===== config.mk =====
export PLATFORM = sky130hd
export DESIGN_NAME = score_keeper
export DESIGN_NICKNAME = d
export VERILOG_FILES = /design/src/rtl/score_keeper.sv
export SDC_FILE = /design/constraint.sdc
export NUM_CORES = 1
export LEC_CHECK = 0
export ABC_AREA = 1
export BUFFER_PORTS_ARGS = -buffer_cell sky130_fd_sc_hd__buf_4
export CORE_MARGIN = 2
export CORE_UTILIZATION = 60
export CTS_BUF_LIST = sky130_fd_sc_hd__clkbuf_8
export CTS_CLUSTER_DIAMETER = 120
export CTS_CLUSTER_SIZE = 12
export DETAILED_ROUTE_END_ITERATION = 10
export GPL_TIMING_DRIVEN = 0
export PLACE_DENSITY = 0.81
export SLEW_MARGIN = 0
export SYNTH_ARGS = -nofsm -noshare
export SYNTH_HDL_FRONTEND = slang
export SYNTH_SLANG_ARGS = --single-unit

===== constraint.sdc =====
create_clock -name clk -period 4.89 [get_ports clk]
set_input_delay 0.2445 -clock clk [delete_from_list [all_inputs] [get_ports clk]]
set_output_delay 0.2445 -clock clk [all_outputs]
set_load 0.005 [all_outputs]

===== src/rtl/score_keeper.sv =====
// Score keeper: saturating game score, high score and a background
// double-dabble converter that publishes the score as five BCD digits.
//
// Ports:
//   clk          - system clock, all state changes on the rising edge
//   rst_n        - synchronous active-low reset
//   apple_eaten  - one-cycle pulse, add POINTS_PER_APPLE to the score
//   game_restart - one-cycle pulse, clear the score (wins over apple)
//   score        - current binary score, registered
//   high_score   - highest score since reset, registered
//   digits       - packed BCD of score, [19:16] ten-thousands .. [3:0] units
//   digits_valid - one-cycle pulse whenever digits is updated
//   busy         - high while a conversion is loading or shifting
module score_keeper #(
    parameter logic [15:0] POINTS_PER_APPLE = 16'd1,
    parameter logic [15:0] SCORE_MAX        = 16'd65535
) (
    input  logic        clk,
    input  logic        rst_n,
    input  logic        apple_eaten,
    input  logic        game_restart,
    output logic [15:0] score,
    output logic [15:0] high_score,
    output logic [19:0] digits,
    output logic        digits_valid,
    output logic        busy
);

    typedef enum logic [1:0] {
        IDLE,
        LOAD,
        SHIFT,
        DONE
    } state_t;

    state_t      state;
    state_t      state_nx;
    logic        pending;
    logic [15:0] src;
    logic [19:0] bcd;
    logic [3:0]  cnt;

    logic        wr;
    logic [16:0] sum;
    logic [15:0] score_nx;
    logic [19:0] bcd_adj;
    logic [35:0] shifted;

    // Sum is one bit wider so that the saturation compare never sees a wrap.
    assign sum = {1'b0, score} + {1'b0, POINTS_PER_APPLE};
    assign wr  = apple_eaten | game_restart;

    always_comb begin
        score_nx = score;
        if (game_restart) begin
            score_nx = 16'd0;
        end else if (apple_eaten) begin
            if (sum > {1'b0, SCORE_MAX}) begin
                score_nx = SCORE_MAX;
            end else begin
                score_nx = sum[15:0];
            end
        end
    end

    // Double-dabble correction: any digit of 5 or more becomes >= 8 so the
    // following shift carries into the next decimal place.
    always_comb begin
        bcd_adj = bcd;
        for (int i = 0; i < 5; i++) begin
            if (bcd[4*i +: 4] >= 4'd5) begin
                bcd_adj[4*i +: 4] = bcd[4*i +: 4] + 4'd3;
            end
        end
    end

    assign shifted = {bcd_adj, src} << 1;

    always_comb begin
        state_nx = state;
        unique case (state)
            IDLE:  if (pending) state_nx = LOAD;
            LOAD:  state_nx = SHIFT;
            SHIFT: if (cnt == 4'd15) state_nx = DONE;
            DONE:  state_nx = IDLE;
            default: state_nx = IDLE;
        endcase
    end

    assign busy = (state == LOAD) || (state == SHIFT);

    always_ff @(posedge clk) begin
        if (!rst_n) begin
            state <= IDLE;
        end else begin
            state <= state_nx;
        end
    end

    always_ff @(posedge clk) begin
        if (!rst_n) begin
            score        <= 16'd0;
            high_score   <= 16'd0;
            digits       <= 20'h00000;
            digits_valid <= 1'b0;
            pending      <= 1'b0;
            src          <= 16'd0;
            bcd          <= 20'h00000;
            cnt          <= 4'd0;
        end else begin
            digits_valid <= 1'b0;

            if (wr) begin
                score <= score_nx;
                if (score_nx > high_score) begin
                    high_score <= score_nx;
                end
            end

            // A write on the LOAD edge is newer than the captured value,
            // so it keeps pending set for a follow-up conversion.
            if (state == LOAD) begin
                pending <= wr;
            end else if (wr) begin
                pending <= 1'b1;
            end

            unique case (state)
                LOAD: begin
                    src <= score;
                    bcd <= 20'h00000;
                    cnt <= 4'd0;
                end
                SHIFT: begin
                    bcd <= shifted[35:16];
                    src <= shifted[15:0];
                    cnt <= cnt + 4'd1;
                end
                DONE: begin
                    digits       <= bcd;
                    digits_valid <= 1'b1;
                end
                default: ;
            endcase
        end
    end

endmodule


Yosys cells after proc, flatten, opt, wreduce, memory -nomap -nowiden:

Index checks and enable logic that the tools add are counted.
W data, S select, Z words.

* add/sub/neg operators: 7
* $lt $le $gt $ge: 7
* equal/unequal tests: 6
* mux-type cells: 17
* bitwise operators: 1
* reductions and logical operators: 6

Operator list (count)
* $mux W16: 3
* $pmux W20 S2: 1
* $pmux W16 S2: 1
* $ge A4 B3 Y1 const B: 5
* $add A16 B1 Y17 const B: 1
* $gt A17 B16 Y1 const B: 1
* $add A4 B2 Y4 const B: 4
* $gt A16 B16 Y1: 1
* $mux W4: 4
* $pmux W2 S4: 1
* $pmux W4 S2: 1
* $add A4 B1 Y4 const B: 1
* $eq A2 B2 Y1 const B: 2
* $eq A4 B4 Y1 const B: 1
* $mux W2: 2
* $ne A2 B2 Y1 const B: 2
* $reduce_and A2 Y1: 2
* $reduce_bool A2 Y1: 2
* $add A3 B2 Y3 const B: 1
* $mux W1: 3
* $mux W3: 1
* $eq A2 B1 Y1 const B: 1
* $logic_not A2 Y1: 1
* $logic_or A1 B1 Y1: 1
* $or A1 B1 Y1: 1

* register bits: 96
* input bits: 4
* word-level logic and storage cells: 53

Longest topological paths before layout:

* depth in word-level cells: 7
* gate-level depth with buffers: 28
* gate-level depth less buffers: 26

Least setup slack after synthesis:

Ideal clock, no wire load.

* path type: register -> register
* from: register score[0]
* to: register high_score[7]
* setup time: 0.109 ns
* arrival time: 3.200 ns
* required time: 4.781 ns
* slack: 1.581 ns
* stages on the path, launching flop included: 26
* buffers on the path: 2
* path through: dfxtp_1 -> ha_1 -> nand2_1 -> nor2_4 -> nand4_1 -> nand2_1 -> nor2_1 -> nand2_1 -> nor2_4 -> nand2_4 -> buf_8 -> nand3_2 -> nand2_2 -> nand2_1 -> ha_1 -> nand2_1 -> o21ai_0 -> nand2_1 -> a31o_2 -> nand2_1 -> nand2_1 -> inv_1 -> buf_4 -> nand3_1 -> nand2_1 -> inv_1

* word-level cells in the longest chain between the ends: 7

Ends and longest elaborated chain
* from (decl): line 22 `output logic [15:0] score,`
* from (signal assigned): line 114 `score <= score_nx;`
* $add A16 B1 Y17 (*): line 50 `assign sum = {1'b0, score} + {1'b0, POINTS_PER_APPLE};`
* $gt A17 B16 Y1: line 58 `if (sum > {1'b0, SCORE_MAX}) begin`
* $mux W16 (*): line 58
* $mux W16 (*): line 57 `end else if (apple_eaten) begin`
* $mux W16 (*): line 55 `if (game_restart) begin`
* net score_nx[3]: line 45 `logic [15:0] score_nx;`
* $gt A16 B16 Y1 (*): line 115 `if (score_nx > high_score) begin`
* $reduce_and A2 Y1 (no source line) (*)
* to (signal assigned): line 116 `high_score <= score_nx;`
* to (decl): line 23 `output logic [15:0] high_score,`

The timed path passes the listed nets; every way through them passes the cells marked *.
A chain may end at the register's enable or synchronous reset.

Worst setup path after layout:

* from: register score[0]
* to: register high_score[2]

The elaborated chain is that of the path after synthesis.

==> run metrics <==
most common cell in the netlist=nand2_1; CTS max path bufs=2; drt initial violations=around 280; kind of critical path=reg2reg; post-route minimum period=roughly 4000 ps; syn_area_per_cell=7.03 um^2; ant diodes=0; via count=5156; Area growth, synth to finish=14.0%; initial antenna violation count=0; Slew HR=0.529; die height=98.6 um; vias in the first global route=approximately 5000; hold_buf cts=0; drt pass-1 iters=5; Post-synth EDFFs=0; final core occ=0.702; layout cells sized above 1=0.151; grt ovf=0; clock latency on the worst-skew pair=between 300 and 400 ps; RSZ-0062 raised after global routing=no; clock group share of total power=0.223; Synthesis Warnings=0; gpl congestion=roughly 0.9; final hold vios=0; post-CTS resize count=0; DRT Wirelength=approximately 14000 um; syn nets=between 800 and 900; Static Leak=2.91 nW; list of most frequent post-synthesis cells=167 x nand2_1, 123 x inv_1, 96 x dfxtp_1, 88 x a21oi_1, 52 x o21ai_0; CTS sink cnt=96; CTS tree=built; Overall Power=2.27 mW; setup TNS=0 ps; standard cell core area=between 8000 and 9000 um^2; Root Buffer=clkbuf_8; TritonCTS Buffers=9; Pins Over Slew Limit=0; Crit path required time=roughly 5200 ps; starting density of the core=0.616; CP arrival=between 4000 and 5000 ps; Gate power share=0.373; Worst-path clk slew=around 100 ps; Unique masters post-synth=a little over 40; Max-cap violations=0; Max FO, Critical Path=10; outcome=finished clean; Sw Pwr=between 0.8 and 0.9 mW; DRC Markers=0; row cnt=34; Least-Margin Pin Slew=between 700 and 800 ps; internal power=about 1.4 mW; Area contributors post-synth=dfxtp_1 36%, nand2_1 12%, inv_1 8.6%; detailed placement HPWL=about 10000 um; final setup vio count=0; kind of path behind the tightest hold check=in2reg; post-synthesis async set-or-reset flop share=0; startpoint types=flip-flop; gate count of the mapped netlist=approximately 760; Nets=between 800 and 900; mapped cell area=5370 um^2; Synth top area share=0.358; Total GRT Usage=0.281; Flop pwr share=0.405; f_max=~250 MHz; Synth area leader=dfxtp_1; Clock Skew=20.6 ps; Post-synth top flop=dfxtp_1; Setup Buffers After CTS=0; Crit. End Element=flip-flop; power density of the placed cells=about 370 nW/um^2; Peak supply drop=roughly 0.40 mV; global-route wire length before repair=between 20000 and 25000 um; Placed Area=between 5000 and 6000 um^2; htree depth=3; # port buffers=57; Die Wd=around 99 um; antenna viol nets, final=0; Finished Cell Area=around 6100 um^2; register area share after synthesis=0.358; drt wl/cell=approximately 14 um; switch share=0.388; Ports=between 50 and 60; DIE AREA=around 9700 um^2; part of the cycle the worst path needs=0.824; #FFs+latches synth=96; vias per inst=5.46; largest net degree at the start of global routing=19
-- metal layers --
metal | part of all wire | up-vias | global-route usage
li1 | - | 2585 | -
met1 | 0.45 | 2380 | 0.360
met2 | 0.47 | 160 | 0.473
met3 | 0.055 | 31 | 0.0383
met4 | 0.025 | 0 | 0.124
met5 | 0 | - | 0
-- path summary, 6_finish.rpt --
| check | from | endpoint | slack (ps) | cells past startpoint |
|---|---|---|---|---|
| max | score[0] | high_score[2] | 860 | 21 |
| min | game_restart | score[6] | 350 | 4 |
| max reg2reg | score[0] | high_score[2] | 860 | 21 |
| min reg2reg | src[15] | bcd[0] | 470 | 2 |
-- stage by stage --
step	cells	hold slack, ps	setup WS, ps
finish	945	349	859
global route	945	353	466
CTS	945	336	871
detailed placement	929	462	899
global placement	929	452	941
floorplan	764	436	1580
-- final cells by class --
type | count | area, um^2
Multi-Input combinational cell | 510 | 2780
Fill cell | 763 | 2600
Sequential cell | 96 | 1920
Inverter | 128 | 480
Timing Repair Buffer | 57 | 428
Buffer | 30 | 188
Tap cell | 108 | 135
Clock buffer | 9 | 124
Clock inverter | 7 | 66.3
-- critical path, stage by stage (launching register included) --
cell,delay (ps)
dfxtp_1,590
ha_1,350
nand2_1,140
nor2_4,140
nand4_1,130
or3_1,340
buf_4,170
nand2_1,60
nand2_1,60
o21ai_2,140
ha_1,310
nand2_1,80
inv_1,40
o21ai_0,170
nand2_1,80
a41oi_1,180
nand2_1,70
nand2_1,200
clkbuf_1,410
a21oi_1,120
nand2_1,110
inv_1,40
-- sequential cells by signal (all words and copies together) (netlist names) --
register and cells:
pending 1, score 16, src 16, digits 20, digits_valid 1, state 2
high_score 16, cnt 4, bcd 20
-- power groups by stage --
stage | sequential, mW | clock (mW) | combinational (mW)
3_3_place_gp | 0.932 | 0 | 0.822
5_1_grt | 0.929 | 0.542 | 0.948
6_report | 0.919 | 0.505 | 0.846
2_1_floorplan | 0.936 | 0 | 0.541
4_1_cts | 0.919 | 0.511 | 0.844
3_5_place_dp | 0.936 | 0 | 0.839
-- cells by family (layout without fill, tap and decap cells) --
group | count (synthesis) | after routing | share of synthesized area
and+or+nand+nor | 311 | 311 | 0.272
AOI/OAI and AO/OA | 159 | 159 | 0.157
buffers and inverters | 158 | 231 | 0.124
DFF | 96 | 96 | 0.358
adders and majority gates | 33 | 33 | 0.0769
xor gates and xnor gates | 7 | 7 | 0.0114
-- cells in the final DEF, fill, tap and decap left out, types with 2 or more instances in the layout --
| master | instances |
|---|---|
| o22ai_1 | 7 |
| buf_4 | 59 |
| nand4_1 | 9 |
| dfxtp_1 | 96 |
| nor2_4 | 4 |
| o21ai_0 | 52 |
| nor2_2 | 3 |
| nand2_4 | 3 |
| a21oi_1 | 88 |
| clkbuf_1 | 18 |
| clkinv_1 | 2 |
| nand2_2 | 11 |
| inv_1 | 123 |
| inv_6 | 2 |
| buf_6 | 2 |
| buf_1 | 3 |
| nand3_2 | 17 |
| xor2_1 | 6 |
| nor2_1 | 47 |
| nand3_1 | 40 |
| o221ai_1 | 4 |
| inv_2 | 3 |
| ha_1 | 33 |
| nor3_1 | 6 |
| clkbuf_8 | 11 |
| nand2_1 | 167 |
No activity file was read; power rests on OpenSTA's default activity.
